--- src/rtl/rv_lsu.sv ---
// Load/store unit: one outstanding access on a word-wide request/grant/response bus.
// Define RV_LSU_MISALIGN_TRAP_EN to report misaligned accesses instead of truncating them.
module rv_lsu #(
    parameter int DATA_WIDTH = 32,
    parameter int ADDR_WIDTH = 32
) (
    input  logic                  clk,
    input  logic                  rst_n,
    input  logic                  req_valid,
    output logic                  req_ready,
    input  logic                  mem_write,
    input  logic [2:0]            mem_op,
    input  logic [ADDR_WIDTH-1:0] addr,
    input  logic [DATA_WIDTH-1:0] wdata,
    output logic                  resp_valid,
    output logic [DATA_WIDTH-1:0] resp_rdata,
    output logic                  resp_err,
    output logic                  busy,
    output logic                  bus_req,
    output logic                  bus_we,
    output logic [ADDR_WIDTH-1:0] bus_addr,
    output logic [3:0]            bus_be,
    output logic [DATA_WIDTH-1:0] bus_wdata,
    input  logic                  bus_gnt,
    input  logic                  bus_rvalid,
    input  logic [DATA_WIDTH-1:0] bus_rdata
);

    typedef enum logic [1:0] {
        ST_IDLE = 2'd0,
        ST_REQ  = 2'd1,
        ST_WAIT = 2'd2,
        ST_DONE = 2'd3
    } state_e;

`ifdef RV_LSU_MISALIGN_TRAP_EN
    localparam logic TRAP_EN = 1'b1;
`else
    localparam logic TRAP_EN = 1'b0;
`endif

    localparam logic [1:0] SZ_B = 2'b01;
    localparam logic [1:0] SZ_H = 2'b10;
    localparam logic [1:0] SZ_W = 2'b11;

    function automatic logic [3:0] calc_be(input logic [1:0] size, input logic [1:0] off);
        case (size)
            SZ_B:    calc_be = 4'b0001 << off;
            SZ_H:    calc_be = 4'b0011 << {off[1], 1'b0};
            SZ_W:    calc_be = 4'b1111;
            default: calc_be = 4'b0000;
        endcase
    endfunction

    function automatic logic [31:0] calc_wdata(input logic [1:0] size, input logic [31:0] wd);
        case (size)
            SZ_B:    calc_wdata = {4{wd[7:0]}};
            SZ_H:    calc_wdata = {2{wd[15:0]}};
            SZ_W:    calc_wdata = wd;
            default: calc_wdata = 32'h0000_0000;
        endcase
    endfunction

    // Offset as actually used: half-words drop bit 0, words drop both bits.
    function automatic logic [1:0] eff_offset(input logic [1:0] size, input logic [1:0] off);
        case (size)
            SZ_H:    eff_offset = {off[1], 1'b0};
            SZ_W:    eff_offset = 2'b00;
            default: eff_offset = off;
        endcase
    endfunction

    function automatic logic [31:0] load_extend(input logic [1:0] size, input logic uns,
                                                input logic [1:0] off, input logic [31:0] rd);
        logic [31:0] lane;
        lane = rd >> {off, 3'b000};
        case (size)
            SZ_B:    load_extend = uns ? {24'h00_0000, lane[7:0]} : {{24{lane[7]}}, lane[7:0]};
            SZ_H:    load_extend = uns ? {16'h0000, lane[15:0]} : {{16{lane[15]}}, lane[15:0]};
            SZ_W:    load_extend = lane;
            default: load_extend = 32'h0000_0000;
        endcase
    endfunction

    state_e                  state_q, state_d;
    logic                    req_ready_q, req_ready_d;
    logic                    busy_q, busy_d;
    logic                    resp_valid_q, resp_valid_d;
    logic [DATA_WIDTH-1:0]   resp_rdata_q, resp_rdata_d;
    logic                    resp_err_q, resp_err_d;
    logic                    bus_req_q, bus_req_d;
    logic                    bus_we_q, bus_we_d;
    logic [ADDR_WIDTH-1:0]   bus_addr_q, bus_addr_d;
    logic [3:0]              bus_be_q, bus_be_d;
    logic [DATA_WIDTH-1:0]   bus_wdata_q, bus_wdata_d;
    logic [1:0]              size_q, size_d;
    logic                    uns_q, uns_d;
    logic [1:0]              off_q, off_d;

    logic                    op_ok_s;
    logic                    misalign_s;

    // Decode of the incoming command.
    always_comb begin
        op_ok_s    = (mem_op[1:0] != 2'b00) && (mem_op != 3'b111);
        misalign_s = ((mem_op[1:0] == SZ_H) && addr[0]) ||
                     ((mem_op[1:0] == SZ_W) && (addr[1:0] != 2'b00));
    end

    // Next-state and next-output computation for the access sequencer.
    always_comb begin
        state_d      = state_q;
        resp_valid_d = 1'b0;
        resp_rdata_d = resp_rdata_q;
        resp_err_d   = resp_err_q;
        bus_req_d    = bus_req_q;
        bus_we_d     = bus_we_q;
        bus_addr_d   = bus_addr_q;
        bus_be_d     = bus_be_q;
        bus_wdata_d  = bus_wdata_q;
        size_d       = size_q;
        uns_d        = uns_q;
        off_d        = off_q;
        case (state_q)
            ST_IDLE: begin
                if (req_valid) begin
                    size_d       = mem_op[1:0];
                    uns_d        = mem_op[2];
                    off_d        = eff_offset(mem_op[1:0], addr[1:0]);
                    resp_rdata_d = '0;
                    resp_err_d   = 1'b0;
                    if (!op_ok_s) begin
                        state_d      = ST_DONE;
                        resp_valid_d = 1'b1;
                    end else if (TRAP_EN && misalign_s) begin
                        state_d      = ST_DONE;
                        resp_valid_d = 1'b1;
                        resp_err_d   = 1'b1;
                    end else begin
                        state_d     = ST_REQ;
                        bus_req_d   = 1'b1;
                        bus_we_d    = mem_write;
                        bus_addr_d  = {addr[ADDR_WIDTH-1:2], 2'b00};
                        bus_be_d    = calc_be(mem_op[1:0], addr[1:0]);
                        bus_wdata_d = mem_write ? calc_wdata(mem_op[1:0], wdata) : '0;
                    end
                end else begin
                    state_d = ST_IDLE;
                end
            end
            ST_REQ: begin
                if (bus_gnt) begin
                    bus_req_d   = 1'b0;
                    bus_addr_d  = '0;
                    bus_be_d    = 4'b0000;
                    bus_wdata_d = '0;
                    if (bus_we_q) begin
                        state_d      = ST_DONE;
                        resp_valid_d = 1'b1;
                    end else begin
                        state_d = ST_WAIT;
                    end
                    bus_we_d = 1'b0;
                end else begin
                    state_d = ST_REQ;
                end
            end
            ST_WAIT: begin
                if (bus_rvalid) begin
                    state_d      = ST_DONE;
                    resp_valid_d = 1'b1;
                    resp_rdata_d = load_extend(size_q, uns_q, off_q, bus_rdata);
                end else begin
                    state_d = ST_WAIT;
                end
            end
            ST_DONE: begin
                state_d      = ST_IDLE;
                resp_rdata_d = '0;
                resp_err_d   = 1'b0;
            end
            default: begin
                state_d   = ST_IDLE;
                bus_req_d = 1'b0;
            end
        endcase
        req_ready_d = (state_d == ST_IDLE);
        busy_d      = (state_d != ST_IDLE);
    end

    // State and registered outputs; reset drops bus_req immediately.
    always_ff @(posedge clk or negedge rst_n) begin
        if (!rst_n) begin
            state_q      <= ST_IDLE;
            req_ready_q  <= 1'b1;
            busy_q       <= 1'b0;
            resp_valid_q <= 1'b0;
            resp_rdata_q <= '0;
            resp_err_q   <= 1'b0;
            bus_req_q    <= 1'b0;
            bus_we_q     <= 1'b0;
            bus_addr_q   <= '0;
            bus_be_q     <= 4'b0000;
            bus_wdata_q  <= '0;
            size_q       <= 2'b00;
            uns_q        <= 1'b0;
            off_q        <= 2'b00;
        end else begin
            state_q      <= state_d;
            req_ready_q  <= req_ready_d;
            busy_q       <= busy_d;
            resp_valid_q <= resp_valid_d;
            resp_rdata_q <= resp_rdata_d;
            resp_err_q   <= resp_err_d;
            bus_req_q    <= bus_req_d;
            bus_we_q     <= bus_we_d;
            bus_addr_q   <= bus_addr_d;
            bus_be_q     <= bus_be_d;
            bus_wdata_q  <= bus_wdata_d;
            size_q       <= size_d;
            uns_q        <= uns_d;
            off_q        <= off_d;
        end
    end

    assign req_ready  = req_ready_q;
    assign busy       = busy_q;
    assign resp_valid = resp_valid_q;
    assign resp_rdata = resp_rdata_q;
    assign resp_err   = resp_err_q;
    assign bus_req    = bus_req_q;
    assign bus_we     = bus_we_q;
    assign bus_addr   = bus_addr_q;
    assign bus_be     = bus_be_q;
    assign bus_wdata  = bus_wdata_q;

endmodule
--- config.mk ---
export PLATFORM = sky130hd
export DESIGN_NAME = rv_lsu
export DESIGN_NICKNAME = d
export VERILOG_FILES = /design/src/rtl/rv_lsu.sv
export SDC_FILE = /design/constraint.sdc
export NUM_CORES = 1
export LEC_CHECK = 0
export BUFFER_PORTS_ARGS = -buffer_cell sky130_fd_sc_hd__buf_2
export CORE_ASPECT_RATIO = 0.8
export CORE_MARGIN = 5
export CORE_UTILIZATION = 43
export DETAILED_ROUTE_END_ITERATION = 8
export GPL_TIMING_DRIVEN = 0
export PLACE_DENSITY = 0.73
export SLEW_MARGIN = 20
export SYNTH_ARGS = -nofsm -noshare
export SYNTH_HDL_FRONTEND = slang
export SYNTH_SLANG_ARGS = --single-unit
--- constraint.sdc ---
create_clock -name clk -period 1.6 [get_ports clk]
set_input_delay 0.32 -clock clk [delete_from_list [all_inputs] [get_ports clk]]
set_output_delay 0.32 -clock clk [all_outputs]
set_load 0.02 [all_outputs]
==> metrics.cfg <==
[final_layout]
final_common_cell = buf_2
drive_gt1_share_pct = 50.9
fill_cells = 914
antenna_cells = 0
regArea_um2 = 2760
mostFrequentLayoutCells = 212 x buf_2, 108 x dfrtp_1, 46 x a22o_1, 25 x nand2_1, 25 x a21oi_1
area_growth_syn_to_layout_pct = 44.3
multi_input_area_um2 = 2270
finalNetCount = 768

[worst_setup_path]
crit_fanout = 5
startpoint_type = register
critPathKind = register to register
arrival_ns = 2.04
worstSetupEndpointType = register
reg2reg_depth = 5
cp.required_ns = 1.83

[pwr]
internal-power_uw = 7490
cellLeakagePower_uw = 0.00369
p_per_area_nw_per_um2 = 1780
seq_power_share_pct = 34.8
p_clk_share_pct = 17.1
switchingPower_uw = 5300
total_power_uw = 12800
vdd_drop_max_mv = 0.861
p_sw_share_pct = 41.4
p_comb_share_pct = 48.1

[logic_synthesis]
avgSynthCellArea_um2 = 11.9
ys_ff_latch = 110
ys_warn_count = 0
syn_area_um2 = 4970
yosysSeqAreaShare_pct = 55.5
ys_types = 38
synth_cells = 418

[timing]
grt_setup_unrepaired = yes
fmax_ghz = 0.551
min_period_ns = 1.81
fin_tns_setup_ns = -3.20
setup_ws_ns = -0.214
worst_pin_slew_ns = 0.545
maxSlewViolCount = 0
maxSlewHeadroom_pct = 63.4
period_share_pct = 113
clock_skew_ns = 0.0114
setup_viol = 25
hold_violations = 0
holdWs_ns = 0.182

[floorplanning]
die_y_um = 106
core_area_um2 = 11400
num_rows = 35
die_w_um = 130
start_util_pct = 43.4
io_pins = 211
die-area_um2 = 13800

[drt]
drt_iter0_drc = 338
vias = 4599
routed_via_density = 5.64
drtPass1Iterations = 5
wire_per_inst_um = 19.7
ant_nets = 0
drt_wl_total_um = 16100
drc = 0

[clock_network]
path_clk_slew_ns = 0.08
clk_path_buf_depth = 2
clk_latency_ns = 0.35
htreeDepth = 3
cts.sinks = 110
cts-buffers-inserted = 9
root_buffer = clkbuf_16
tritoncts = yes

[global_route]
grt_use_total_pct = 22.5
grt_max_degree = 76
grt_pass1_vias = 4714
grt_pass1_wl_um = 24600
overflow = 0
antenna_found_initial = 0

[placement]
detailed_place_hpwl_um = 11200
post-place-ws_ns = -0.452
globalplace.congestion = 0.852
numPortBuffers = 206

[outcome]
violations = negative setup slack
status = complete, but fails checks

[job]
drv_cap = 0

[hold_path]
hold_depth = 2
min_path_type = input pin to register

critical path, cell delays in order (launching register included):
cell and delay (ns):
dfrtp_1 0.35, buf_6 0.11, mux4_2 0.52, a22o_4 0.31, buf_6 0.14, a221o_1 0.26
through the flow:
step	util (%)	std cells	instance area, um^2
final	62.7	816	7170
after global routing	62.7	816	7170
after CTS	59.4	808	6790
after detailed placement	54.5	775	6230
after global placement	54.3	774	6200
after floorplan	-	420	4980
layout make-up:
cell class / instances / share of cell area (%)
Buffer: 36 / 4.03
Clock buffer: 9 / 3.14
Clock inverter: 7 / 0.890
Inverter: 8 / 0.419
Multi-Input combinational cell: 264 / 31.7
Sequential cell: 110 / 38.4
Tap cell: 148 / 2.58
Timing Repair Buffer: 234 / 18.8
logic make-up after synthesis:
| family | Yosys count | share of synthesized area [%] |
|---|---|---|
| AOI/OAI and AO/OA | 160 | 24.8 |
| other | 1 | 0.0755 |
| DFF | 110 | 55.5 |
| buffers and inverters | 46 | 4.46 |
| and+or+nand+nor | 59 | 5.90 |
| muxes | 42 | 9.27 |
power groups by stage:
stage	combinational [uW]	sequential, uW	clock [uW]
2_1_floorplan	2320	5450	0
3_3_place_gp	5200	4360	0
3_5_place_dp	5320	4370	0
4_1_cts	5650	4390	2240
5_1_grt	6570	4570	2350
6_report	6150	4450	2190
cells in the mapped netlist:
library cell  number  area share, %
dfrtp_1          109             55
a22o_1            46            8.1
o2bb2ai_1         27            4.8
nand2_1           26            2.0
a21oi_1           25            2.5
mux2_2            22            5.0
mux2i_1           19            3.8
o21ai_0           19            1.9
a221o_1           16            3.2
a22oi_1           16            2.4
clkbuf_1          16            1.2
buf_2             12            1.2
nor2_1            12           0.91
inv_1              8           0.60
and2_1             5           0.63
buf_4              5           0.76
a21o_1             3           0.45
buf_1              3           0.23
nand3_1            3           0.30
nor2b_1            3           0.38
buf_6              2           0.45
nand3b_1           2           0.30
nor3_1             2           0.20
o211ai_1           2           0.30
o22ai_1            2           0.25
a22o_4             1           0.35
conb_1             1          0.076
dfstp_2            1           0.53
mux4_2             1           0.45
nand2b_1           1           0.13
nor3b_1            1           0.15
nor3b_4            1           0.38
nor4_1             1           0.13
nor4_2             1           0.25
nor4b_1            1           0.18
o211a_1            1           0.20
o21bai_1           1           0.15
o311ai_0           1           0.18
final timing paths:
check	start	to	slack, ns
setup / recovery	off_q[1]	resp_rdata[18]	-0.21
hold / removal	addr[30]	bus_addr[30]	0.18
setup reg to reg	off_q[1]	resp_rdata[18]	-0.21
hold reg to reg	resp_rdata[7]	resp_rdata[7]	0.50
max in group asynchronous	rst_n	state_q[0]	0.48
min in group asynchronous	rst_n	bus_addr[17]	0.44
routing by layer:
| metal | share of wire (%) | global-route usage, % | wire [um] | vias to the layer above |
|---|---|---|---|---|
| met5 | 0 | 0 | 0 | - |
| met4 | 1.8 | 6.45 | 287 | 0 |
| met3 | 9.7 | 6.88 | 1560 | 26 |
| met2 | 47 | 36.4 | 7580 | 235 |
| met1 | 41 | 29.0 | 6660 | 2257 |
| li1 | - | - | - | 2081 |
state kept, by name, indices dropped and copies added (netlist names), 2 cells and up:
name        flops
bus_be          4
bus_addr       30
resp_rdata     32
size_q          2
bus_wdata      32
off_q           2
state_q         2
timing repair:
item / in CTS / in global routing
gates resized for setup: 33 / 74
buffers inserted: 14 / 5
hold endpoints to repair: 35 / 0
cloned: 3 / 4
pin swaps: 4 / 21
setup endpoints to repair: 100 / 95
hold buffers: 1 / 0
(Power assumes the default switching activity.)
